## config.mk

```make
export PLATFORM = sky130hd
export DESIGN_NAME = ifetch_unit
export DESIGN_NICKNAME = d
export VERILOG_FILES = /design/src/rtl/ifetch_unit.sv
export SDC_FILE = /design/constraint.sdc
export NUM_CORES = 1
export LEC_CHECK = 0
export ABC_AREA = 1
export CAP_MARGIN = 15
export CORE_MARGIN = 8
export CORE_UTILIZATION = 41
export DETAILED_ROUTE_END_ITERATION = 6
export PLACE_DENSITY = 0.71
export SYNTH_ARGS = -nofsm -noshare
export SYNTH_HDL_FRONTEND = slang
export SYNTH_SLANG_ARGS = --single-unit
```

## constraint.sdc

```tcl
create_clock -name clk -period 3 [get_ports clk]
set_clock_uncertainty 0.1 [all_clocks]
set_input_delay 0.3 -clock clk [delete_from_list [all_inputs] [get_ports clk]]
set_output_delay 0.3 -clock clk [all_outputs]
set_load 0.02 [all_outputs]
```

## src/rtl/ifetch_unit.sv

```systemverilog
// Instruction fetch stage: PC, req/ready fetch from imem, valid/ready handoff to decode.
// Optional IFETCH_MISALIGN_TRAP_EN: misaligned redirect targets enter FAULT instead of being forced aligned.
module ifetch_unit #(
  parameter logic [31:0] RESET_PC = 32'h0000_0000
) (
  input  logic        clk,
  input  logic        rst_n,
  output logic        imem_req,
  output logic [31:0] imem_addr,
  input  logic [31:0] imem_rdata,
  input  logic        imem_ready,
  output logic [31:0] instr,
  output logic [31:0] instr_pc,
  output logic        instr_valid,
  input  logic        instr_ready,
  input  logic        redirect,
  input  logic [31:0] redirect_base,
  input  logic [31:0] redirect_imm,
  input  logic        redirect_jalr,
  output logic        fetch_fault
);

  typedef enum logic [1:0] {StReq, StHold, StFault} state_e;

  state_e      state_q;
  logic [31:0] pc_q;
  logic [31:0] target_sum;
  logic [31:0] target;

  assign target_sum = redirect_base + redirect_imm;
  assign target     = {target_sum[31:1], target_sum[0] & ~redirect_jalr};

  // Memory-side outputs come straight from registered state.
  assign imem_req  = (state_q == StReq);
  assign imem_addr = pc_q;

`ifndef IFETCH_MISALIGN_TRAP_EN
  assign fetch_fault = 1'b0;
`endif

  always_ff @(posedge clk or negedge rst_n) begin
    if (!rst_n) begin
      state_q     <= StReq;
      pc_q        <= RESET_PC;
      instr       <= 32'h0000_0013;
      instr_pc    <= RESET_PC;
      instr_valid <= 1'b0;
`ifdef IFETCH_MISALIGN_TRAP_EN
      fetch_fault <= 1'b0;
`endif
    end else if (redirect) begin
      // Redirect wins: any returned word or decode acceptance this cycle is dropped.
      instr_valid <= 1'b0;
`ifdef IFETCH_MISALIGN_TRAP_EN
      if (target[1]) begin
        pc_q        <= target;
        state_q     <= StFault;
        fetch_fault <= 1'b1;
      end else begin
        pc_q        <= target & ~32'h3;
        state_q     <= StReq;
        fetch_fault <= 1'b0;
      end
`else
      pc_q    <= target & ~32'h3;
      state_q <= StReq;
`endif
    end else begin
      unique case (state_q)
        StReq: begin
          if (imem_ready) begin
            instr       <= imem_rdata;
            instr_pc    <= pc_q;
            instr_valid <= 1'b1;
            state_q     <= StHold;
          end
        end
        StHold: begin
          if (instr_ready) begin
            pc_q        <= pc_q + 32'd4;
            instr_valid <= 1'b0;
            state_q     <= StReq;
          end
        end
        default: begin
          // StFault: held until an aligned redirect or reset.
          instr_valid <= 1'b0;
        end
      endcase
    end
  end

endmodule

```

# Word level (Yosys, flattened, before mapping)
# Cells that the tools add are included.
[op_classes] order_cmp=0 mux=11 n_addsub=2 div_mod_pow=0 n_shift=0 reduce_logical=8 multipliers=0 bitwise_logic=1 n_eq_ne=3
[ops] operator="$mux 32" n=3
[ops] operator="$add 32x3->32 const B" n=1
[ops] operator="$add 32x32->32" n=1
[ops] operator="$mux 2" n=3
[ops] operator="$reduce_and 3->1" n=2
[ops] operator="$pmux 2 s2" n=1
[ops] operator="$reduce_and 2->1" n=2
[ops] operator="$reduce_bool 2->1" n=2
[ops] operator="$mux 1" n=3
[ops] operator="$ne 3x1->1 const B" n=1
[ops] operator="$ne 3x3->1 const B" n=1
[ops] operator="$reduce_bool 3->1" n=1
[ops] operator="$eq 2x1->1 const B" n=1
[ops] operator="$logic_not 2->1" n=1
[ops] operator="$pmux 1 s2" n=1
[ops] operator="$not 1->1" n=1
[word_totals] regBits=99 n_memories=0 latchBits=0 rom_bits=0 output_inout_bits=99 input_bits=102 ram_bits=0 word_cells=30

# Logic depth before layout (Yosys ltp)
[depth] ltp_word=4 mapped_depth=15 mapped_depth_nobuf=15

# Worst setup path after synthesis
# Ideal clock, no wire load.
[synth_timing] path_type="input to register" from="in redirect_base[5]" to="reg pc_q[10] (netlist: imem_addr[10])" path_buffers=0 setup_time_ns=0.138 t_arrival_ns=1.494 path_slack_ns=1.268 path_stages=10 required_ns=2.762 path_cell_list="ha_1 -> nand2_1 -> inv_1 -> a21oi_1 -> nand2_1 -> nand2_1 -> nand2_1 -> or2_2 -> nand2_1 -> a31oi_1"
[synth_between] elab_chain_len=2
[synth_lines] element="from (decl)" line_no="17" rtl="input logic [31:0] redirect_base,"
[synth_lines] element="$add 32x32->32" line_no="30" rtl="assign target_sum = redirect_base + redirect_imm;"
[synth_lines] element="$mux 32" line_no="51" rtl="end else if (redirect) begin"
[synth_lines] element="to (signal assigned)" line_no="65" rtl="pc_q <= target & ~32'h3;"
[synth_lines] element="to (signal assigned)" line_no="80" rtl="pc_q <= pc_q + 32'd4;"
[synth_lines] element="to (decl)" line_no="26" rtl="logic [31:0] pc_q;"
# Every way passes these cells.
# A chain may end at the register's enable or synchronous reset.

# Worst setup path in the final report
[layout_timing] from="in redirect_base[11]" to="reg pc_q[14] (netlist: imem_addr[14])"
# The elaborated chain is that of the path after synthesis.

==> results.txt <==
From synthesis to final layout, the design area changed by 36.8%. Global routing consumed, over all layers together, roughly 20% of the routing resources. The number of global-route vias before repair came out at ~6600. The sum of routed wire length over all layers is just over 20 mm. The worst setup path is launched from an input pin. In this run the critical register-to-register path is launched from imem_addr[3].

The number of antenna diodes in the final layout is 0. The number of antenna violations at the first check in global routing is 0. Max-cap violations in this run came to 0. Dividing the detail-routed wire length by the instance count gives approximately 15 µm. The leakage component of the power came out at approximately 4.6 nW. The core area came out at around 0.016 mm². By startpoint and endpoint, the worst setup path is classified as in2reg. The share of the clock period used by the worst path came out at around 74%. TritonCTS built the clock tree. The critical path ends at imem_addr[14]. The worst setup slack after placement came out at 0.520 ns.

The die is 145 µm tall. Setup violations remaining at the end of the flow were counted as 0. The root buffer selected by CTS is clkbuf_16. The power density over the cells came out at approximately 530 mW/mm². The most critical setup path has its startpoint at redirect_base[11]. After synthesis the cells add up to 0.00680 mm². The final critical path time including I/O delays and setup came out at between 2 and 2.5 ns.

The first detailed-routing pass took 5 iterations. Of the cells placed in the final design, the portion with a size suffix greater than 1 is under 10%. Setup slack on the worst reg-to-reg path comes out at between 1 and 1.5 ns. Port buffering added roughly 190 buffers.

The width of the chip is approximately 140 µm. The via count normalized by instance count came out at roughly 4.8. Yosys printed 0 warnings.

Data on the critical path is required at its endpoint by 3.08 ns. The largest net degree at the start of global routing came out at 63. The slew at the pin closest to its max-slew limit came out at roughly 0.8 ns.

The instance count of the mapped netlist is roughly 1000. The class of the most critical hold timing path is reg2reg. The number of sinks handled by clock tree synthesis came out at 93. The total overflow left after global routing is 0. The first global-routing pass estimated ~33 mm of wire. The total die area came out at 0.0209 mm². Along the worst path, the maximum fanout reaches 5. The number of violations reported at the end of detailed-routing iteration 0 came out at roughly 370. The headroom to the max-slew limit is 46.7%. The I/O pin count is around 200. The number of distinct standard cells referenced by the synthesized netlist is 42.

The flow ran to the end, and the final reports show no timing, DRC or antenna violations. The detailed-placement wirelength estimate came out at between 15 and 20 mm. The part of the Yosys area used for sequential elements is 34.3%. The total vias in the final route is a little under 7000. The setup total negative slack came out at 0 ns. A synthesized cell averages approximately 6.9 µm². The clock latency reported for the late side of the worst-skew pair is 0.34 ns.

The remaining design rule violation count is 0. The number of pins with negative max-slew slack in the final report is 0. Routability-driven placement finished with a final weighted congestion of roughly 0.95.

In this run the remaining antenna-violating nets after routing total 0. The number of CTS-inserted buffers came out at 9. The worst register-to-register path ends at imem_addr[14]. The worst-case setup margin in the final layout is 0.792 ns.

The number of H-tree branching levels came out at 3. The initial cell density of the core is 41.4%. The highest attainable clock frequency came out at about 450 MHz.

Across all hold checks on the routed design, the worst slack comes to around 0.38 ns. STA classifies the critical path endpoint as a register. STA puts the critical path data arrival time at ~2.3 ns. In this run, synthesis produced a sequential element count of 93. Clock-pin slew was measured on the worst setup and hold paths at roughly 0.060 ns. The final count of hold timing violations is 0. The number of cells traversed by the worst register-to-register path is 8. The final net count came out at between 1000 and 1500.

Setup repair after global routing left no endpoint under its margin. The count of cells resized by post-cts repair is 0. The buffer levels on the longest clock path is 2. The largest vdd supply drop came out at roughly 0.33 mV. The power after layout came out at ~5 mW. The row count is 47.
## kinds of logic after synthesis
kind of cell / count (synthesis) / share of synthesized area [%]
DFF: 93 / 34.3
other: 1 / 0.0552
xor gates and xnor gates: 16 / 2.06
AOI/OAI and AO/OA: 143 / 11.2
buffers and inverters: 184 / 10.5
adders and majority gates: 31 / 5.71
muxes: 35 / 5.80
and+or+nand+nor: 488 / 30.4
## metal layers
metal / part of all wire [%] / vias to the layer above / track usage [%]
met5: 0 / - / 0
met4: 2.6 / 0 / 7.72
met3: 8.6 / 32 / 4.00
met2: 45 / 249 / 32.6
met1: 44 / 3018 / 25.5
li1: - / 3516 / -
## timing repair
| action | 4_1_cts | 5_1_grt |
|---|---|---|
| buffers inserted | 0 | 0 |
| endpoints found under the hold margin | 58 | 0 |
| endpoints found under the setup margin | 0 | 0 |
| hold buffers | 1 | 0 |
## layout by cell type (no fill, tap or decap), drive strengths merged, types with 5 or more instances in the layout
cell type      Yosys  routed
inv              159     159
xor2              14      14
nand4              5       5
o21ai             49      49
ha                31      31
dfrtp             90      90
mux2              35      35
nand3b             5       5
clkdlybuf4s50      0     193
a21oi             74      74
nor3              16      16
nand2            319     319
a31oi              6       6
nand3             51      51
conb               1       5
nor2              83      83
clkbuf            14      14
o21bai             5       5
a22oi              5       5
buf               11       8
## worst max-delay path, cell delays in order
cell	delay, ns
clkdlybuf4s50_1	0.41
ha_1	0.39
nand2_1	0.15
nor2_1	0.22
and3_1	0.18
nand2_1	0.06
nand2_1	0.14
a21oi_1	0.08
o21ai_0	0.22
a22oi_1	0.14
## Yosys cell counts, drive strengths merged
library cell / number / area share [%]
ha: 31 / 5.7
conb: 1 / 0.055
buf: 11 / 0.96
xnor2: 2 / 0.26
nand3b: 5 / 0.55
nand4: 5 / 0.55
or2: 3 / 0.28
dfstp: 3 / 1.2
a22oi: 5 / 0.55
nand2: 319 / 18
clkbuf: 14 / 0.77
o21bai: 5 / 0.55
o22ai: 1 / 0.092
a31oi: 6 / 0.55
nor3: 16 / 1.5
o211ai: 1 / 0.11
dfrtp: 90 / 33
xor2: 14 / 1.8
nand3: 51 / 4.0
nor3b: 2 / 0.37
a21oi: 74 / 5.5
nor4: 1 / 0.092
o21ai: 49 / 3.7
inv: 159 / 8.8
nor2: 83 / 5.0
and2: 1 / 0.092
and3: 2 / 0.18
a21o: 1 / 0.11
mux2: 35 / 5.8
o31ai: 1 / 0.11
## worst min-delay path by stage
stage | from | end | slack (ns) | depth (start not counted)
2_1_floorplan | rst_n | imem_addr[10] | -0.1 | 0
3_3_place_gp | rst_n | instr[3] | 0.33 | 1
3_5_place_dp | rst_n | instr[29] | 0.33 | 1
4_1_cts | instr_pc[14] | instr_pc[14] | 0.39 | 2
5_1_grt | instr_pc[9] | instr_pc[9] | 0.39 | 2
6_report | instr_pc[14] | instr_pc[14] | 0.38 | 2
## power breakdown
group	switching [mW]	total [mW]	internal (mW)
Combinational	1.18	2.13	0.951
Sequential	0.220	1.74	1.52
Clock	0.456	1.09	0.632
## flip-flops by register name (all words and copies together) (netlist names)
register	count
imem_addr	30
instr_pc	30
instr_valid	1
instr	32
## final cells by class
| cell class | instances | area [µm²] |
|---|---|---|
| Fill cell | 1609 | 7110 |
| Multi-Input combinational cell | 718 | 3780 |
| Sequential cell | 93 | 2330 |
| Timing Repair Buffer | 202 | 2030 |
| Inverter | 159 | 597 |
| Tap cell | 220 | 275 |
| Clock buffer | 14 | 274 |
| Clock inverter | 2 | 16.3 |
## per-stage QoR
stage / utilization [%] / cell area [µm²] / std cells
global placement: 54.8 / 9000 / 1391
CTS: 56.7 / 9300 / 1408
global route: 56.7 / 9300 / 1408
finish: 56.7 / 9300 / 1408
floorplan: - / 6810 / 995
detailed placement: 54.8 / 9000 / 1391
Power figures use the tool's default switching activity.
